### src/rtl/demux1to2_deser_if.sv
// Stream bundle for demux1to2_deser: serial bit input on one side, H/G word-pair output on the other.
// The slave modport is the deserialiser's view; the master modport is the producer/consumer view.
interface demux1to2_deser_if #(
  parameter int WIDTH = 4
);
  logic             din;
  logic             din_valid;
  logic             din_ready;
  logic             sel;
  logic [WIDTH-1:0] h_out;
  logic [WIDTH-1:0] g_out;
  logic             out_valid;
  logic             out_ready;
  logic             perr;

  modport master (
    output din, din_valid, out_ready,
    input  din_ready, sel, h_out, g_out, out_valid, perr
  );

  modport slave (
    input  din, din_valid, out_ready,
    output din_ready, sel, h_out, g_out, out_valid, perr
  );
endinterface

### src/rtl/demux1to2_deser.sv
// 1:2 serial demux/deserialiser: even bits build the H word, odd bits the G word, LSB-first.
// Define DEMUX_PARITY_CHK_EN to append one even-parity bit per frame and report it on perr.
module demux1to2_deser #(
  parameter int WIDTH = 4
) (
  input  logic               clk,
  input  logic               rst,
  demux1to2_deser_if.slave   bus
);

`ifdef DEMUX_PARITY_CHK_EN
  localparam bit PAR_EN = 1'b1;
`else
  localparam bit PAR_EN = 1'b0;
`endif

  localparam int NDATA = 2 * WIDTH;
  localparam int NBITS = NDATA + (PAR_EN ? 1 : 0);
  localparam int CW    = $clog2(NBITS + 1);

  typedef enum logic {COLLECT, FULL} state_t;

  state_t           r_state, w_stateNext;
  logic [CW-1:0]    r_cnt, w_cntNext;
  logic             r_sel, w_selNext;
  logic [WIDTH-1:0] r_hSh, r_gSh, w_hShNext, w_gShNext;
  logic [WIDTH-1:0] r_h, r_g, w_hNext, w_gNext;
  logic [WIDTH-1:0] w_hIns, w_gIns;
  logic             r_par, w_parNext, w_parIns;
  logic             r_valid, w_validNext;
  logic             r_perr, w_perrNext;
  logic             w_accept, w_isData, w_last, w_outFree;

  assign bus.din_ready = (r_state == COLLECT) && !rst;
  assign w_accept      = bus.din_valid && bus.din_ready;
  assign w_isData      = r_cnt < CW'(NDATA);
  assign w_last        = r_cnt == CW'(NBITS - 1);
  assign w_outFree     = !r_valid || bus.out_ready;

  // Shift registers including the bit on the wire, so a finishing frame can load the output directly.
  assign w_hIns   = (w_isData && !r_sel) ? {bus.din, r_hSh[WIDTH-1:1]} : r_hSh;
  assign w_gIns   = (w_isData &&  r_sel) ? {bus.din, r_gSh[WIDTH-1:1]} : r_gSh;
  assign w_parIns = r_par ^ bus.din;

  always_comb begin
    w_stateNext = r_state;
    w_cntNext   = r_cnt;
    w_selNext   = r_sel;
    w_hShNext   = r_hSh;
    w_gShNext   = r_gSh;
    w_parNext   = r_par;
    w_hNext     = r_h;
    w_gNext     = r_g;
    w_perrNext  = r_perr;
    w_validNext = r_valid && !bus.out_ready;
    unique case (r_state)
      COLLECT: begin
        if (w_accept) begin
          w_hShNext = w_hIns;
          w_gShNext = w_gIns;
          w_parNext = w_parIns;
          w_selNext = w_isData ? !r_sel : r_sel;
          w_cntNext = r_cnt + CW'(1);
          if (w_last) begin
            w_cntNext = '0;
            w_selNext = 1'b0;
            if (w_outFree) begin
              w_hNext     = w_hIns;
              w_gNext     = w_gIns;
              w_perrNext  = w_parIns;
              w_validNext = 1'b1;
              w_parNext   = 1'b0;
            end else begin
              w_stateNext = FULL;
            end
          end
        end
      end
      FULL: begin
        // Output is necessarily occupied here; swap in the held frame as the old one leaves.
        if (bus.out_ready) begin
          w_hNext     = r_hSh;
          w_gNext     = r_gSh;
          w_perrNext  = r_par;
          w_validNext = 1'b1;
          w_parNext   = 1'b0;
          w_stateNext = COLLECT;
        end
      end
      default: w_stateNext = COLLECT;
    endcase
  end

  always_ff @(posedge clk or posedge rst) begin
    if (rst) begin
      r_state <= COLLECT;
      r_cnt   <= '0;
      r_sel   <= 1'b0;
      r_hSh   <= '0;
      r_gSh   <= '0;
      r_par   <= 1'b0;
      r_h     <= '0;
      r_g     <= '0;
      r_perr  <= 1'b0;
      r_valid <= 1'b0;
    end else begin
      r_state <= w_stateNext;
      r_cnt   <= w_cntNext;
      r_sel   <= w_selNext;
      r_hSh   <= w_hShNext;
      r_gSh   <= w_gShNext;
      r_par   <= w_parNext;
      r_h     <= w_hNext;
      r_g     <= w_gNext;
      r_perr  <= w_perrNext;
      r_valid <= w_validNext;
    end
  end

  assign bus.sel       = r_sel;
  assign bus.h_out     = r_h;
  assign bus.g_out     = r_g;
  assign bus.out_valid = r_valid;
  assign bus.perr      = PAR_EN ? r_perr : 1'b0;

endmodule

### src/flat_wrapper.sv
// flat-port wrapper written by rule: the top's interface ports become plain ports
module demux1to2_deser_flat 
#(
  parameter int WIDTH = 4
)
  (clk, rst, bus_din, bus_din_valid, bus_out_ready, bus_din_ready, bus_sel, bus_h_out, bus_g_out, bus_out_valid, bus_perr);
  demux1to2_deser_if #(.WIDTH(WIDTH)) bus_i ();
  input  logic clk;
  input  logic rst;
  input wire logic [$bits(bus_i.din)-1:0] bus_din;
  input wire logic [$bits(bus_i.din_valid)-1:0] bus_din_valid;
  input wire logic [$bits(bus_i.out_ready)-1:0] bus_out_ready;
  output wire logic [$bits(bus_i.din_ready)-1:0] bus_din_ready;
  output wire logic [$bits(bus_i.sel)-1:0] bus_sel;
  output wire logic [$bits(bus_i.h_out)-1:0] bus_h_out;
  output wire logic [$bits(bus_i.g_out)-1:0] bus_g_out;
  output wire logic [$bits(bus_i.out_valid)-1:0] bus_out_valid;
  output wire logic [$bits(bus_i.perr)-1:0] bus_perr;
  assign bus_i.din = bus_din;
  assign bus_i.din_valid = bus_din_valid;
  assign bus_i.out_ready = bus_out_ready;
  assign bus_din_ready = bus_i.din_ready;
  assign bus_sel = bus_i.sel;
  assign bus_h_out = bus_i.h_out;
  assign bus_g_out = bus_i.g_out;
  assign bus_out_valid = bus_i.out_valid;
  assign bus_perr = bus_i.perr;
  demux1to2_deser #(.WIDTH(WIDTH)) u_core (.clk(clk), .rst(rst), .bus(bus_i));
endmodule
### config.mk
export PLATFORM = sky130hd
export DESIGN_NAME = demux1to2_deser_flat
export DESIGN_NICKNAME = d
export VERILOG_FILES = /design/src/rtl/demux1to2_deser_if.sv /design/src/rtl/demux1to2_deser.sv /design/src/flat_wrapper.sv
export SDC_FILE = /design/constraint.sdc
export NUM_CORES = 1
export LEC_CHECK = 0
export CORE_ASPECT_RATIO = 1.75
export CORE_MARGIN = 8
export CORE_UTILIZATION = 45
export CTS_BUF_LIST = sky130_fd_sc_hd__clkbuf_4 sky130_fd_sc_hd__clkbuf_8
export DETAILED_ROUTE_END_ITERATION = 8
export PLACE_DENSITY = 0.81
export SLEW_MARGIN = 40
export SYNTH_ARGS = -nofsm -noshare
export SYNTH_HDL_FRONTEND = slang
export SYNTH_SLANG_ARGS = --single-unit
export TNS_END_PERCENT = 20
### constraint.sdc
create_clock -name clk -period 1.7 [get_ports clk]
set_clock_uncertainty 0.15 [all_clocks]
set_input_delay 0.34 -clock clk [delete_from_list [all_inputs] [get_ports clk]]
set_output_delay 0.34 -clock clk [all_outputs]
set_load 0.03 [all_outputs]
## After elaboration in Yosys (flattened, before gate mapping)

Index checks and enable logic that the tools add are counted.
Widths: inputs -> output; s select.

| word-level totals | value |
|---|---|
| flip-flop bits (word level) | 23 |
| input bits | 5 |
| output and inout bits | 12 |
| logic and storage cells | 55 |

| cells by class | value |
|---|---|
| $add $sub $neg | 1 |
| $lt $le $gt $ge | 1 |
| equality and inequality tests | 5 |
| mux-type cells | 25 |
| bitwise operators | 1 |
| reduce and logical (&&, ||, !) cells | 14 |

Operators by type and width:

| cell | count |
|---|---|
| $mux 4 | 11 |
| $pmux 4 s2 | 2 |
| $mux 1 | 10 |
| $ne 2x1->1 const B | 3 |
| $logic_and 1x1->1 | 5 |
| $add 4x1->4 const B | 1 |
| $eq 4x3->1 const B | 1 |
| $logic_not 1->1 | 4 |
| $lt 4x4->1 const B | 1 |
| $pmux 1 s2 | 2 |
| $reduce_and 4->1 | 1 |
| $reduce_and 3->1 | 1 |
| $ne 2x2->1 const B | 1 |
| $reduce_and 2->1 | 1 |
| $reduce_bool 2->1 | 1 |
| $logic_or 1x1->1 | 1 |
| $not 1->1 | 1 |

## Depth between registers and ports, before layout

Gate-level depths: netlist of run 1.

| logic depth | value |
|---|---|
| depth after elaboration | 7 |
| mapped depth | 6 |
| mapped depth without buffers | 5 |

## Worst setup path before layout of run 1

OpenSTA, ideal clock, no wires.

| path | value |
|---|---|
| path type | register to register |
| from | register u_core.r_sel, in the netlist u_core.bus.sel |
| to | register u_core.r_g[0], in the netlist u_core.bus.g_out[0] |
| setup time | 0.125 ns |
| data arrival time | 1.521 ns |
| data required time | 1.425 ns |
| path slack | -0.096 ns |
| stages on the path, launching flop included | 4 |
| buffers on the path | 0 |
| period minus slack after synthesis | 1.796 ns |
| cell sequence | dfrtp_1 nor3b_4 mux2_1 mux2_4 |

| between the ends | value |
|---|---|
| longest elaborated chain between the ends | 6 |

RTL lines:

| item | RTL line | text |
|---|---|---|
| from (decl) | demux1to2_deser.sv:25 | `logic r_sel, w_selNext;` |
| from (signal assigned) | demux1to2_deser.sv:109 | `r_sel <= w_selNext;` |
| $logic_and 1x1->1 | demux1to2_deser.sv:42 | `assign w_gIns = (w_isData && r_sel) ? {bus.din, r_gSh[WIDTH-1:1]} : r_gSh;` |
| $mux 4 | demux1to2_deser.sv:42 |  |
| $mux 4 | demux1to2_deser.sv:67 | `if (w_outFree) begin` |
| $mux 4 | demux1to2_deser.sv:64 | `if (w_last) begin` |
| $mux 4 | demux1to2_deser.sv:58 | `if (w_accept) begin` |
| $pmux 4 s2 | demux1to2_deser.sv:56 | `unique case (r_state)` |
| to (signal assigned) | demux1to2_deser.sv:114 | `r_g <= w_gNext;` |
| to (decl) | demux1to2_deser.sv:27 | `logic [WIDTH-1:0] r_h, r_g, w_hNext, w_gNext;` |

Every way passes these cells. The select of a mux whose other input is x is not followed.
A chain may end at the register's enable or synchronous reset.

## Worst setup path after layout of run 1

| path | value |
|---|---|
| from | register u_core.r_cnt[1] |
| to | register u_core.r_g[1], in the netlist u_core.bus.g_out[1] |

| between the ends | value |
|---|---|
| longest elaborated chain between the ends | 7 |
| elaborated cells between the ends (all ways) | 10 |
| those cells by class | 1 x order compare; 2 x eq/ne; 5 x mux; 2 x reduce/logical |

RTL lines:

| item | RTL line | text |
|---|---|---|
| from (decl) | demux1to2_deser.sv:24 | `logic [CW-1:0] r_cnt, w_cntNext;` |
| from (signal assigned) | demux1to2_deser.sv:108 | `r_cnt <= w_cntNext;` |
| $lt 4x4->1 | demux1to2_deser.sv:36 | `assign w_isData = r_cnt < CW'(NDATA);` |
| $logic_and 1x1->1 | demux1to2_deser.sv:42 |  |
| $mux 4 | demux1to2_deser.sv:42 |  |
| $mux 4 | demux1to2_deser.sv:67 |  |
| $mux 4 | demux1to2_deser.sv:64 |  |
| $mux 4 | demux1to2_deser.sv:58 |  |
| $pmux 4 s2 | demux1to2_deser.sv:56 |  |

Parallel ways exist; a longest one is shown, timed or not. The select of a mux whose other input is x is not followed.

==> results of run 1 <==
-- final timing paths --
kind / startpoint / endpoint
setup reg to reg: u_core.r_cnt[1]$_DFFE_PP0P_ / u_core.bus.g_out[1]$_DFFE_PP0P_
min in group clk: u_core.bus.g_out[0]$_DFFE_PP0P_ / u_core.bus.g_out[0]$_DFFE_PP0P_
setup / recovery: u_core.r_cnt[1]$_DFFE_PP0P_ / u_core.bus.g_out[1]$_DFFE_PP0P_
max in group asynchronous: rst / u_core.r_cnt[3]$_DFFE_PP0P_
hold reg to reg: u_core.bus.g_out[0]$_DFFE_PP0P_ / u_core.bus.g_out[0]$_DFFE_PP0P_
hold / removal: rst / u_core.r_state$_DFF_PP0_
-- cell usage in the layout (no fill, tap or decap), types with 2 or more instances in the layout --
| master | netlist | routed |
|---|---|---|
| mux2_2 | 15 | 15 |
| dfrtp_2 | 0 | 3 |
| dlygate4sd2_1 | 0 | 11 |
| nand2_1 | 4 | 3 |
| mux2_1 | 4 | 4 |
| clkbuf_8 | 0 | 3 |
| mux2_4 | 8 | 8 |
| buf_4 | 2 | 21 |
| clkdlybuf4s50_1 | 0 | 2 |
| dfrtp_1 | 23 | 20 |
| mux2i_1 | 2 | 2 |
| nor2_1 | 5 | 4 |
-- routing by layer --
| layer | track usage (%) | up-vias | wire length [um] |
|---|---|---|---|
| li1 | - | 360 | - |
| met1 | 10.27 | 396 | 860 |
| met2 | 20.23 | 7 | 1419 |
| met3 | 2.321 | 4 | 63 |
| met4 | 5.405 | 0 | 45 |
| met5 | 0 | - | 0 |
-- report_power, final --
| part | internal (mW) | switching, mW |
|---|---|---|
| Clock | 0.164 | 0.173 |
| Combinational | 0.686 | 0.577 |
| Sequential | 0.785 | 0.180 |
| Total | 1.63 | 0.931 |
-- logic make-up (layout without fill, tap and decap cells) --
family / after synthesis / in the layout / share of synthesized area [%]
flops: 23 / 23 / 49.46
fa+ha+maj: 1 / 1 / 1.075
other cells: 1 / 1 / 0.3223
compound gates: 4 / 4 / 2.580
xor+xnor: 1 / 1 / 0.7528
buf+inv: 5 / 42 / 3.548
simple gates: 18 / 18 / 11.83
mux: 29 / 29 / 30.43
-- cell type report --
| class | instances | share of cell area (%) |
|---|---|---|
| clock inverters | 1 | 0.3252 |
| well taps | 26 | 2.114 |
| repair buffers | 37 | 20.65 |
| inverters | 1 | 0.2439 |
| flip-flops and latches | 23 | 37.64 |
| clock buffers | 3 | 2.683 |
| multi-input cells | 54 | 36.34 |
-- through the flow --
step | utilization, % | cells | setup WS [ps]
after floorplan | - | 82 | 18.01
after global placement | 58.79 | 136 | -248.8
after detailed placement | 58.79 | 136 | -290.1
after CTS | 60.16 | 140 | -9.046
after global routing | 62.50 | 145 | -68.21
final | 62.50 | 145 | 18.11
-- state kept, by name, summed over array words and instances, names as in the netlist --
name and count:
u_core.bus.sel 1, u_core.bus.g_out 4, u_core.r_gSh 4, u_core.r_hSh 4, u_core.bus.h_out 4, u_core.r_state 1, u_core.bus.out_valid 1, u_core.r_cnt 4
-- what timing repair did --
action | CTS | global route
gates resized for setup | 12 | 9
buffers inserted | 0 | 5
pin swaps | 1 | 4
endpoints found under the setup margin | 23 | 10
-- worst max-delay path: cells and delay by family (launching register included) --
family | cells | cell delay, ps
buffers and inverters | 1 | 160
flip-flops | 1 | 400
adder cells (fa/ha/maj) | 1 | 200
AND/OR/NAND/NOR | 2 | 110
AO/OA/AOI/OAI | 1 | 250
multiplexers | 1 | 300
==> flow_summary.json, run 1 <==
{
  "syn_avg_cell_area_sq_um": 14.19,
  "place_area_sq_um": 1448,
  "slew_viol_final": 0,
  "groute.usage.overall_pct": 10.99,
  "clock_latency_at_the_later_pin_of_the_worst_skew_pair_ps": 260,
  "synth_top_area_share_pct": 49.46,
  "clkSinkCount": 23,
  "num_io_pins": 17,
  "timing.reg2reg.setup_slack_ps": 20,
  "power_density_over_cell_area_nw_per_um2": 1666,
  "port_buffers": 15,
  "dp_hpwl_mm": 1.724,
  "areaGrowthSynthToFinish_pct": 32.26,
  "grt_max_degree": 24,
  "route.detailed.wl_per_inst_um": 16.48,
  "edff_count_synth": 0,
  "core-area_sq_um": 2462,
  "final_hold_viol_count": 0,
  "setup_viol_count_final": 0,
  "clk_root_buffer_cell": "clkbuf_8",
  "htreeDepth": 1,
  "synth_cells": 82,
  "ir_drop_v": 0.0009722,
  "wirelength_mm": 2.389,
  "fin_tns_setup_ps": 0,
  "dr_total_vias": 767,
  "synthArstFlopShare_pct": 100.0,
  "critical-path-max-stage-delay_ps": 400,
  "global_route_wire_length_before_repair_mm": 3.781,
  "cp-end-kind": "flop",
  "drc": 0,
  "synth_flop_cell": "dfrtp_1",
  "worst-r2r-cell-count": 6,
  "antenna_violating_nets_post_route": 0,
  "die_h_um": 83.27,
  "grt_overflow": 0,
  "stdcell_area_sq_um": 1539,
  "netlist-cell-type-count": 26,
  "max_fanout_on_critical_path": 8,
  "cts-buffers-inserted": 3,
  "cts_tree": "yes",
  "synth_warnings": 0,
  "max-cap-violations": 0,
  "drt_pre_antenna_iters": 6,
  "finalPower_mw": 2.565,
  "vias_per_cell": 5.290,
  "multi_input_comb_area_sq_um": 559.3,
  "drive_gt1_share_pct": 52.10,
  "n_antenna_cell": 0,
  "worstHoldPathType": "primary input to async pin",
  "cellLeakagePower_nw": 0.7438,
  "synth_most_common_cell": "dfrtp_1",
  "seqCellArea_sq_um": 579.3,
  "period_share_pct": 98.93,
  "nets": 126,
  "fp.dieW_um": 54.44,
  "crit_path_cell_trace": "ha_2, nand2_2, nor2_2, o221a_1, buf_12, mux2_4",
  "worst-endpoint-arrival_ps": 1680,
  "yosys-top-cells-area": "dfrtp_1 (49%), mux2_2 (15%), mux2_4 (10%)",
  "ys_ff_latch": 23,
  "nFillCells": 197,
  "clock.fmax_ghz": 0.5946,
  "worst-setup-path-type": "flop to flop",
  "syn-cell-area_sq_um": 1164,
  "synth-seq-area-share_pct": 49.46,
  "syn_nets": 88,
  "slowest_stage": "dfrtp_1",
  "core.rowCount": 24,
  "grt_pass1_vias": 828,
  "final.hold.worst_slack_ps": 235.2,
  "start_util_pct": 47.26,
  "grt_setup_unrepaired": "yes",
  "dr.first_iter.drc_count": 12,
  "yosysTopAreaCell": "dfrtp_1",
  "ctsLongestPathBuffers": 2,
  "cp-start-kind": "flop",
  "die_area_sq_um": 4533,
  "outcome": "complete, no violations",
  "finalWorstPathRequiredPeriod_ps": 1682,
  "yosys-top-cells-count": "dfrtp_1 (23), mux2_2 (15), mux2_4 (8), nor2_1 (5)",
  "cts.clk_slew.worst_paths_ps": 80,
  "place_congestion": 0.7465,
  "post_cts_hold_buffer_count": 0,
  "required_ps": 1700,
  "number_of_antenna_violations_at_the_first_check_in_global_routing": 0
}
Note: power is estimated with default switching activity, not from simulation.
==> inputs of run 2 (changes only) <==
Settings changed: CAP_MARGIN set to 20, CTS_CLUSTER_SIZE set to 10.
==> results of run 2 <==
Final layout, timing and power as in run 1 (identical DEF).
